--- config.mk ---
export PLATFORM = sky130hd
export DESIGN_NAME = start_ctrl
export DESIGN_NICKNAME = d
export VERILOG_FILES = /design/src/rtl/start_ctrl.sv
export SDC_FILE = /design/constraint.sdc
export NUM_CORES = 1
export LEC_CHECK = 0
export ABC_CLOCK_PERIOD_IN_PS = 4500
export CORE_UTILIZATION = 50
export DETAILED_ROUTE_END_ITERATION = 7
export GPL_ROUTABILITY_DRIVEN = 0
export PLACE_DENSITY = 0.82
export SLEW_MARGIN = 20
export SYNTH_ARGS = -nofsm -noshare
export SYNTH_HDL_FRONTEND = slang
export SYNTH_SLANG_ARGS = --single-unit
--- constraint.sdc ---
create_clock -name clk -period 4.5 [get_ports clk]
set_input_delay 0.9 -clock clk [delete_from_list [all_inputs] [get_ports clk]]
set_output_delay 0.9 -clock clk [all_outputs]
set_load 0.02 [all_outputs]
--- src/rtl/start_ctrl.sv ---
// start_ctrl: turns a debounced button level into start strobes with auto-repeat,
// a one-deep press buffer, and issued/dropped command counters.
module start_ctrl #(
    parameter int HOLD_CYCLES   = 50_000_000,
    parameter int REPEAT_CYCLES = 12_500_000,
    parameter int CNT_W         = 8
) (
    input  logic             clk,
    input  logic             rst,
    input  logic             db_in,
    input  logic             done,
    output logic             start,
    output logic             busy,
    output logic             pending,
    output logic [CNT_W-1:0] issue_cnt,
    output logic [CNT_W-1:0] drop_cnt
);
    localparam int MAX_C = (HOLD_CYCLES > REPEAT_CYCLES) ? HOLD_CYCLES : REPEAT_CYCLES;
    localparam int HW = $clog2(MAX_C);
    localparam logic [HW-1:0] HOLD_LAST = HW'(HOLD_CYCLES - 1);
    localparam logic [HW-1:0] REP_LAST  = HW'(REPEAT_CYCLES - 1);

    typedef enum logic [1:0] {IDLE, ISSUE, WAIT} state_t;

    state_t           state_q, state_d;
    logic             db_q;
    logic             armed_q, armed_d, long_q, long_d;
    logic [HW-1:0]    hold_q, hold_d;
    logic             start_q, start_d, busy_q, busy_d, pending_q, pending_d;
    logic [CNT_W-1:0] issue_q, issue_d, drop_q, drop_d;
    logic             press, rep, ev, stash;

    always_comb begin
        press   = db_in & ~db_q;
        rep     = armed_q & db_in & (hold_q == (long_q ? REP_LAST : HOLD_LAST));
        ev      = press | rep;
        armed_d = armed_q;
        long_d  = long_q;
        hold_d  = hold_q;
        if (!db_in) begin
            armed_d = 1'b0;
            long_d  = 1'b0;
            hold_d  = '0;
        end else if (press) begin
            armed_d = 1'b1;
            long_d  = 1'b0;
            hold_d  = '0;
        end else if (rep) begin
            long_d = 1'b1;
            hold_d = '0;
        end else if (armed_q) begin
            hold_d = hold_q + HW'(1);
        end
    end

    always_comb begin
        state_d   = state_q;
        pending_d = pending_q;
        drop_d    = drop_q;
        stash     = 1'b0;
        case (state_q)
            IDLE:  state_d = ev ? ISSUE : IDLE;
            ISSUE: begin
                state_d = WAIT;
                stash   = ev;
            end
            WAIT: begin
                if (done && pending_q) begin
                    // the buffered press issues now; a coincident event takes its slot
                    state_d   = ISSUE;
                    pending_d = ev;
                end else if (done) begin
                    state_d = ev ? ISSUE : IDLE;
                end else begin
                    stash = ev;
                end
            end
            default: state_d = IDLE;
        endcase
        if (stash && pending_q)
            drop_d = (&drop_q) ? drop_q : drop_q + CNT_W'(1);
        else if (stash)
            pending_d = 1'b1;
        issue_d = issue_q + CNT_W'(state_d == ISSUE);
        start_d = (state_d == ISSUE);
        busy_d  = (state_d != IDLE);
    end

    always_ff @(posedge clk or negedge rst) begin
        if (!rst) begin
            state_q   <= IDLE;
            db_q      <= 1'b1;
            armed_q   <= 1'b0;
            long_q    <= 1'b0;
            hold_q    <= '0;
            start_q   <= 1'b0;
            busy_q    <= 1'b0;
            pending_q <= 1'b0;
            issue_q   <= '0;
            drop_q    <= '0;
        end else begin
            state_q   <= state_d;
            db_q      <= db_in;
            armed_q   <= armed_d;
            long_q    <= long_d;
            hold_q    <= hold_d;
            start_q   <= start_d;
            busy_q    <= busy_d;
            pending_q <= pending_d;
            issue_q   <= issue_d;
            drop_q    <= drop_d;
        end
    end

    assign start     = start_q;
    assign busy      = busy_q;
    assign pending   = pending_q;
    assign issue_cnt = issue_q;
    assign drop_cnt  = drop_q;
endmodule

==> flow_metrics.py, run 1 <==
metrics = {
    "status": {
        "status": "complete, no violations",
    },
    "synthesis": {
        "syn_inst": 241,
        "async_reset_ff_share_pct": 100,
        "syn_nets": 253,
        "synth.cell_area_um2": 2450,
        "postSynthAreaPerCell_um2": 10.2,
        "ys.flop_type": "dfrtp_1",
        "synth_edf_count": 0,
        "ys_ff_latch": 50,
        "yosysWarningCount": 0,
        "ys_seq_area_share_pct": 51.2,
        "yosysUniqueCellTypes": 37,
    },
    "worst_setup_path": {
        "endpoint": "issue_cnt[7]",
        "critPathMaxFanout": 6,
        "rr_endpoint": "issue_cnt[7]",
        "path_class": "reg2reg",
        "critical_path.startpoint_type": "flip-flop",
        "critPathCaptureType": "flip-flop",
        "critPathArrivalTime_ns": 3.75,
        "r2r_start": "hold_q[6]",
        "r2r_setup_slack_ns": 0.95,
        "cp_data_required_time_ns": 4.70,
        "cp-startpoint": "hold_q[6]",
        "r2r_cells": 11,
    },
    "cts": {
        "cts_resized": 0,
        "numClockSinks": 50,
        "root_buffer": "clkbuf_8",
        "clkTransAtPathRegs_ns": 0.09,
        "h-tree-depth": 2,
        "clock_latency_ns": 0.31,
        "postCtsSetupRepairBufs": 0,
        "cts_buffer_depth": 2,
        "cts_tree": "done",
        "hold_buffers": 0,
        "cts_buffers": 5,
    },
    "layout": {
        "areaGrowthSynthToFinish_pct": 16.1,
        "multi_input_area_um2": 1140,
        "fin_util_pct": 60.2,
        "final_area_um2": 2840,
        "nNetsFinal": 282,
        "nFillCells": 397,
        "antennaDiodeCount": 0,
        "drive_above_1_share_pct": 8.49,
        "final-seq-area_um2": 1250,
    },
    "detailed_routing": {
        "dr_wl_met2_um": 2120,
        "met3_length_um": 192,
        "firstDrtPassIters": 4,
        "vias": 1807,
        "drcViolationCount": 0,
        "vias_per_cell": 5.35,
        "topRoutingLayerUsed": "met4",
        "wl_per_cell_um": 13.2,
        "detail-route-antenna-nets": 0,
        "drt_iter0_drc": 88,
        "met1Wirelength_um": 2110,
        "routed_wl_um": 4470,
    },
    "timing": {
        "rsz0062_at_grt": "no",
        "setup_tns_ns": 0,
        "report.final.hold_viol_count": 0,
        "fmax_mhz": 282,
        "fin_crit_sh_pct": 78.9,
        "tightest_slew_ns": 0.674,
        "setup_violations": 0,
        "fin_skew_ns": 0.00629,
        "drv_slew": 0,
        "maxSlewHeadroom_pct": 54.6,
        "layout_min_cycle_time_ns": 3.55,
        "finalWorstSetupSlack_ns": 0.952,
        "hold_slack_ns": 0.484,
    },
    "floorplanning": {
        "rows": 25,
        "pin_count": 23,
        "fp.dieW_um": 72.0,
        "die_y_um": 72.0,
        "fp.dieArea_um2": 5180,
        "initial_utilization_pct": 51.8,
        "core_area_um2": 4720,
    },
    "global_routing": {
        "grt_overflow": 0,
        "grt_max_degree": 51,
        "grt.total_usage_pct": 19.4,
        "grt_pass1_wl_um": 7730,
        "grt_pass1_vias": 1716,
        "antenna_found_initial": 0,
    },
    "job": {
        "cap_violations": 0,
    },
    "placed_design": {
        "hpwl_um": 3100,
        "dp_slack_ns": 0.786,
        "post_dp_cell_area_um2": 2750,
        "io_buffers": 22,
    },
    "worst_hold_path": {
        "worstHoldPathType": "reg2reg",
    },
    "power_and_ir_drop": {
        "p_leak_nw": 1.19,
        "ir_drop_mv": 0.402,
        "power.density_nw_per_um2": 355,
    },
}
## flip-flops by register name (all words and copies together), names as in the netlist
signal and flops:
start 1, db_q 1, hold_q 26, issue_cnt 8
pending 1, busy 1, state_q 2, long_q 1
armed_q 1, drop_cnt 8
## metal layers
layer	vias up	global-route usage [%]
met5	-	0
met4	0	6.10
met3	5	6.81
met2	33	29.8
met1	896	26.2
li1	873	-
## area by class of cell
class                   instances  area share (%)
multi-input cells             177            40.1
repair buffers                 24            8.10
well taps                      67            2.95
inverters                      12            1.59
clock inverters                 3           0.749
flip-flops and latches         50            44.1
clock buffers                   5            2.42
## through the flow
stage               power, mW  instances
finish                   1.01        338
global route             1.06        338
CTS                      1.02        338
detailed placement      0.754        330
global placement        0.748        330
floorplan               0.645        241
## cells in the mapped netlist (all sizes together), types with 3 or more instances
| cell type | number | area share [%] |
|---|---|---|
| o21ai | 8 | 1.8 |
| xnor2 | 14 | 5.0 |
| nor4 | 3 | 1.0 |
| and3 | 4 | 1.0 |
| ha | 8 | 4.1 |
| dfrtp | 49 | 50 |
| or3 | 3 | 1.1 |
| xor2 | 22 | 7.9 |
| nor2 | 38 | 5.8 |
| or2 | 4 | 1.0 |
| inv | 12 | 1.8 |
| nand3 | 16 | 3.3 |
| nor3 | 4 | 0.82 |
| nand4 | 9 | 2.3 |
| nand2 | 21 | 3.2 |
## how the worst min path moves through the flow
stage                      start      endpoint  slack [ns]  cells past startpoint
floorplan              hold_q[1]     hold_q[1]        0.49                      2
global placement    issue_cnt[7]  issue_cnt[7]        0.47                      1
detailed placement  issue_cnt[7]  issue_cnt[7]        0.47                      1
CTS                 issue_cnt[7]  issue_cnt[7]        0.49                      1
global route        issue_cnt[6]  issue_cnt[6]        0.52                      1
finish              issue_cnt[7]  issue_cnt[7]        0.48                      1
## cell usage in the layout, fill, tap and decap left out, types with 2 or more instances in the layout
master,n
nor4b_1,2
nor3_1,4
a21oi_1,2
xnor2_1,14
and3_1,4
or3_2,2
clkbuf_8,5
o21ai_0,7
nand3_1,16
nor2b_1,2
dfrtp_1,49
xor2_1,22
nand4b_1,2
inv_1,12
o31ai_1,2
clkdlybuf4s50_1,21
nand2b_1,2
buf_4,2
nand4_1,9
nand2_1,21
nor2_1,38
nor4_1,2
ha_1,8
or2_2,3
or4_1,2
## logic make-up (layout without fill, tap and decap cells)
family                   after synthesis  count (layout)  share of synthesized area [%]
XOR/XNOR                              36              36                           12.9
flip-flops                            50              50                           51.2
AND/OR/NAND/NOR                      115             115                           23.8
AO/OA/AOI/OAI                         16              16                           4.96
adder cells (fa/ha/maj)                8               8                           4.09
multiplexers                           2               2                          0.869
buffers and inverters                 14              44                           2.25
## power by group
part,internal (mW),total (mW),switching (mW),leakage [nW]
clock network,0.109,0.263,0.154,0.0441
logic,0.0997,0.211,0.111,0.469
registers,0.491,0.535,0.0444,0.680
total,0.700,1.01,0.310,1.19
## worst max-delay path, stage by stage (launching register included)
cell	delay (ns)
dfrtp_1	0.42
or4b_1	0.53
or3_4	0.39
a2111oi_4	0.50
nor2_1	0.12
o32a_2	0.41
nor2_1	0.15
ha_1	0.21
and3_1	0.16
nand3_1	0.11
or2_2	0.32
xnor2_1	0.12
Note: power is estimated with default switching activity, not from simulation.
==> run 2: changes to the inputs <==
--- a/config.mk
+++ b/config.mk
@@ -5,7 +5,7 @@
 export SDC_FILE = /design/constraint.sdc
 export NUM_CORES = 1
 export LEC_CHECK = 0
-export ABC_CLOCK_PERIOD_IN_PS = 4500
+export ABC_CLOCK_PERIOD_IN_PS = 3300
 export CORE_UTILIZATION = 50
 export DETAILED_ROUTE_END_ITERATION = 7
 export GPL_ROUTABILITY_DRIVEN = 0
==> constraint.sdc (replaced) <==
create_clock -name clk -period 3.3 [get_ports clk]
set_input_delay 0.66 -clock clk [delete_from_list [all_inputs] [get_ports clk]]
set_output_delay 0.66 -clock clk [all_outputs]
set_load 0.02 [all_outputs]
==> run 2 against run 1 <==
Compared with the run above:
- maximum frequency grew 9.9%
- utilization grew 2.1 points
- count of clock-buffer cells in the layout increased by 1
- sequential cell count unchanged
- sequential power up 38%
- non-clock buffer count up 5
- global-route usage fell by 0.41 points
- setup slack worse by 0.88 ns
- wire length up 4.1%
- cell count increased by 1.5%
- clock power grew 60%
==> flow_metrics.py, run 2 (synthesized netlist as in run 1, its figures left out) <==
metrics = {
    "power_and_ir_drop": {
        "p_total_mw": 1.47,
        "ir_drop_mv": 0.416,
        "power.density_nw_per_um2": 500,
        "p_leak_nw": 1.23,
    },
    "timing": {
        "tightest_slew_ns": 0.643,
        "maxSlewHeadroom_pct": 56.8,
        "report.final.hold_viol_count": 0,
        "drv_slew": 0,
        "setup_violations": 0,
        "fin_crit_sh_pct": 97.8,
        "layout_min_cycle_time_ns": 3.23,
        "fin_skew_ns": 0.00405,
        "setup_tns_ns": 0,
        "fmax_mhz": 310,
    },
    "floorplanning": {
        "core_area_um2": 4720,
        "fp.dieArea_um2": 5180,
        "pin_count": 23,
        "initial_utilization_pct": 51.8,
        "fp.dieW_um": 72.0,
        "die_y_um": 72.0,
        "rows": 25,
    },
    "cts": {
        "cts_buffer_depth": 2,
        "cts_tree": "done",
        "root_buffer": "clkbuf_8",
        "clkTransAtPathRegs_ns": 0.09,
        "clock_latency_ns": 0.30,
        "numClockSinks": 50,
        "cts_buffers": 5,
        "h-tree-depth": 2,
    },
    "detailed_routing": {
        "vias_per_cell": 5.17,
        "wl_per_cell_um": 13.6,
        "vias": 1775,
        "detail-route-antenna-nets": 0,
        "drt_iter0_drc": 89,
        "drcViolationCount": 0,
        "routed_wl_um": 4660,
        "firstDrtPassIters": 4,
    },
    "worst_setup_path": {
        "critPathCaptureType": "flip-flop",
        "critical_path.startpoint_type": "flip-flop",
        "slowest_stage": "or4b_4",
        "critPathArrivalTime_ns": 3.42,
        "cpLargestDelayFamily": "simple AND/OR/NAND/NOR gates",
        "cp_data_required_time_ns": 3.50,
        "worst_path_largest_cell_delay_ns": 0.54,
        "crit_buf_inv": 0,
        "critPathMaxFanout": 4,
        "crit_chain": "or4b_4, or3_4, a2111oi_4, nor2_1, o32a_2, nor2_2, ha_2, and3_4, nand3_2, or2_4, xnor2_1",
        "path_class": "reg2reg",
    },
    "global_routing": {
        "grt_overflow": 0,
        "grt.total_usage_pct": 19.0,
        "grt_pass1_vias": 1723,
        "grt_busiest_layer": "met2",
        "grt_pass1_wl_um": 7560,
        "antenna_found_initial": 0,
        "gr-usage-met3_pct": 5.00,
        "grtUsageMet1_pct": 23.7,
        "grtUsageMet2_pct": 31.3,
        "grt_max_degree": 51,
    },
    "job": {
        "cap_violations": 0,
    },
    "layout": {
        "areaGrowthSynthToFinish_pct": 20.2,
        "nFillCells": 391,
        "final_common_cell": "dfrtp_1",
        "regMostFlops": "hold_q",
        "largest_reg_flops": 26,
        "final_cell_mix": "dfrtp_1, nor2_1, xor2_1",
        "nNetsFinal": 287,
        "drive_above_1_share_pct": 12.7,
        "antennaDiodeCount": 0,
        "final_area_um2": 2940,
        "layout.cells.non_filler": 343,
    },
    "status": {
        "status": "complete, no violations",
    },
    "worst_hold_path": {
        "worstHoldPathType": "in2async",
    },
    "placed_design": {
        "post_dp_cell_area_um2": 2770,
        "io_buffers": 22,
        "hpwl_um": 3130,
        "placed_cells": 332,
    },
}
## run 2: cell types whose count changed in the layout (fill, tap and decap cells not counted), sizes merged
| cell | change |
|---|---|
| clkinv | -2 |
| bufinv | +1 |
| buf | +5 |
| clkbuf | +1 |
## run 2: layout make-up
class	count	area, um^2	share of cell area (%)
Sequential cell	50	1250	42.6
Clock inverter	2	37.5	1.28
Multi-Input combinational cell	177	1180	40.1
Clock buffer	6	72.6	2.47
Inverter	12	45.0	1.53
Timing Repair Buffer	29	270	9.18
Tap cell	67	83.8	2.85
## run 2: path summary, 6_finish.rpt
path	startpoint	end	slack [ns]	cells past startpoint
max in group asynchronous	rst	long_q	2.53	1
min in group clk	issue_cnt[7]	issue_cnt[7]	0.48	1
worst max-delay path	hold_q[6]	issue_cnt[7]	0.07	11
worst min register to register	issue_cnt[7]	issue_cnt[7]	0.48	1
worst min-delay path	rst	hold_q[7]	0.37	1
worst max register to register	hold_q[6]	issue_cnt[7]	0.07	11
## run 2: repair_timing
item,4_1_cts,5_1_grt
endpoints found under the setup margin,2,2
hold buffers,0,0
resized for setup,1,9
setup buffers,0,3
pin swaps,0,8
## run 2: metrics by stage
| stage | setup WS (ns) | util, % | hold WS (ns) |
|---|---|---|---|
| final | 0.0720 | 62.3 | 0.372 |
| after global routing | -0.0610 | 62.3 | 0.423 |
| after CTS | 0.00835 | 61.0 | 0.486 |
| after detailed placement | -0.00836 | 58.6 | 0.473 |
| after global placement | 0.0744 | 58.6 | 0.474 |
| after floorplan | 0.0472 | - | 0.364 |
## run 2: report_power, final
| group | internal (mW) | total, mW | switching, mW |
|---|---|---|---|
| combinational | 0.150 | 0.313 | 0.163 |
| clock | 0.226 | 0.422 | 0.196 |
| sequential | 0.669 | 0.736 | 0.0670 |
## run 2: per-layer routing
metal	wire, um	up-vias
li1	-	882
met1	2140	850
met2	2210	33
met3	182	10
met4	125	0
met5	0	-
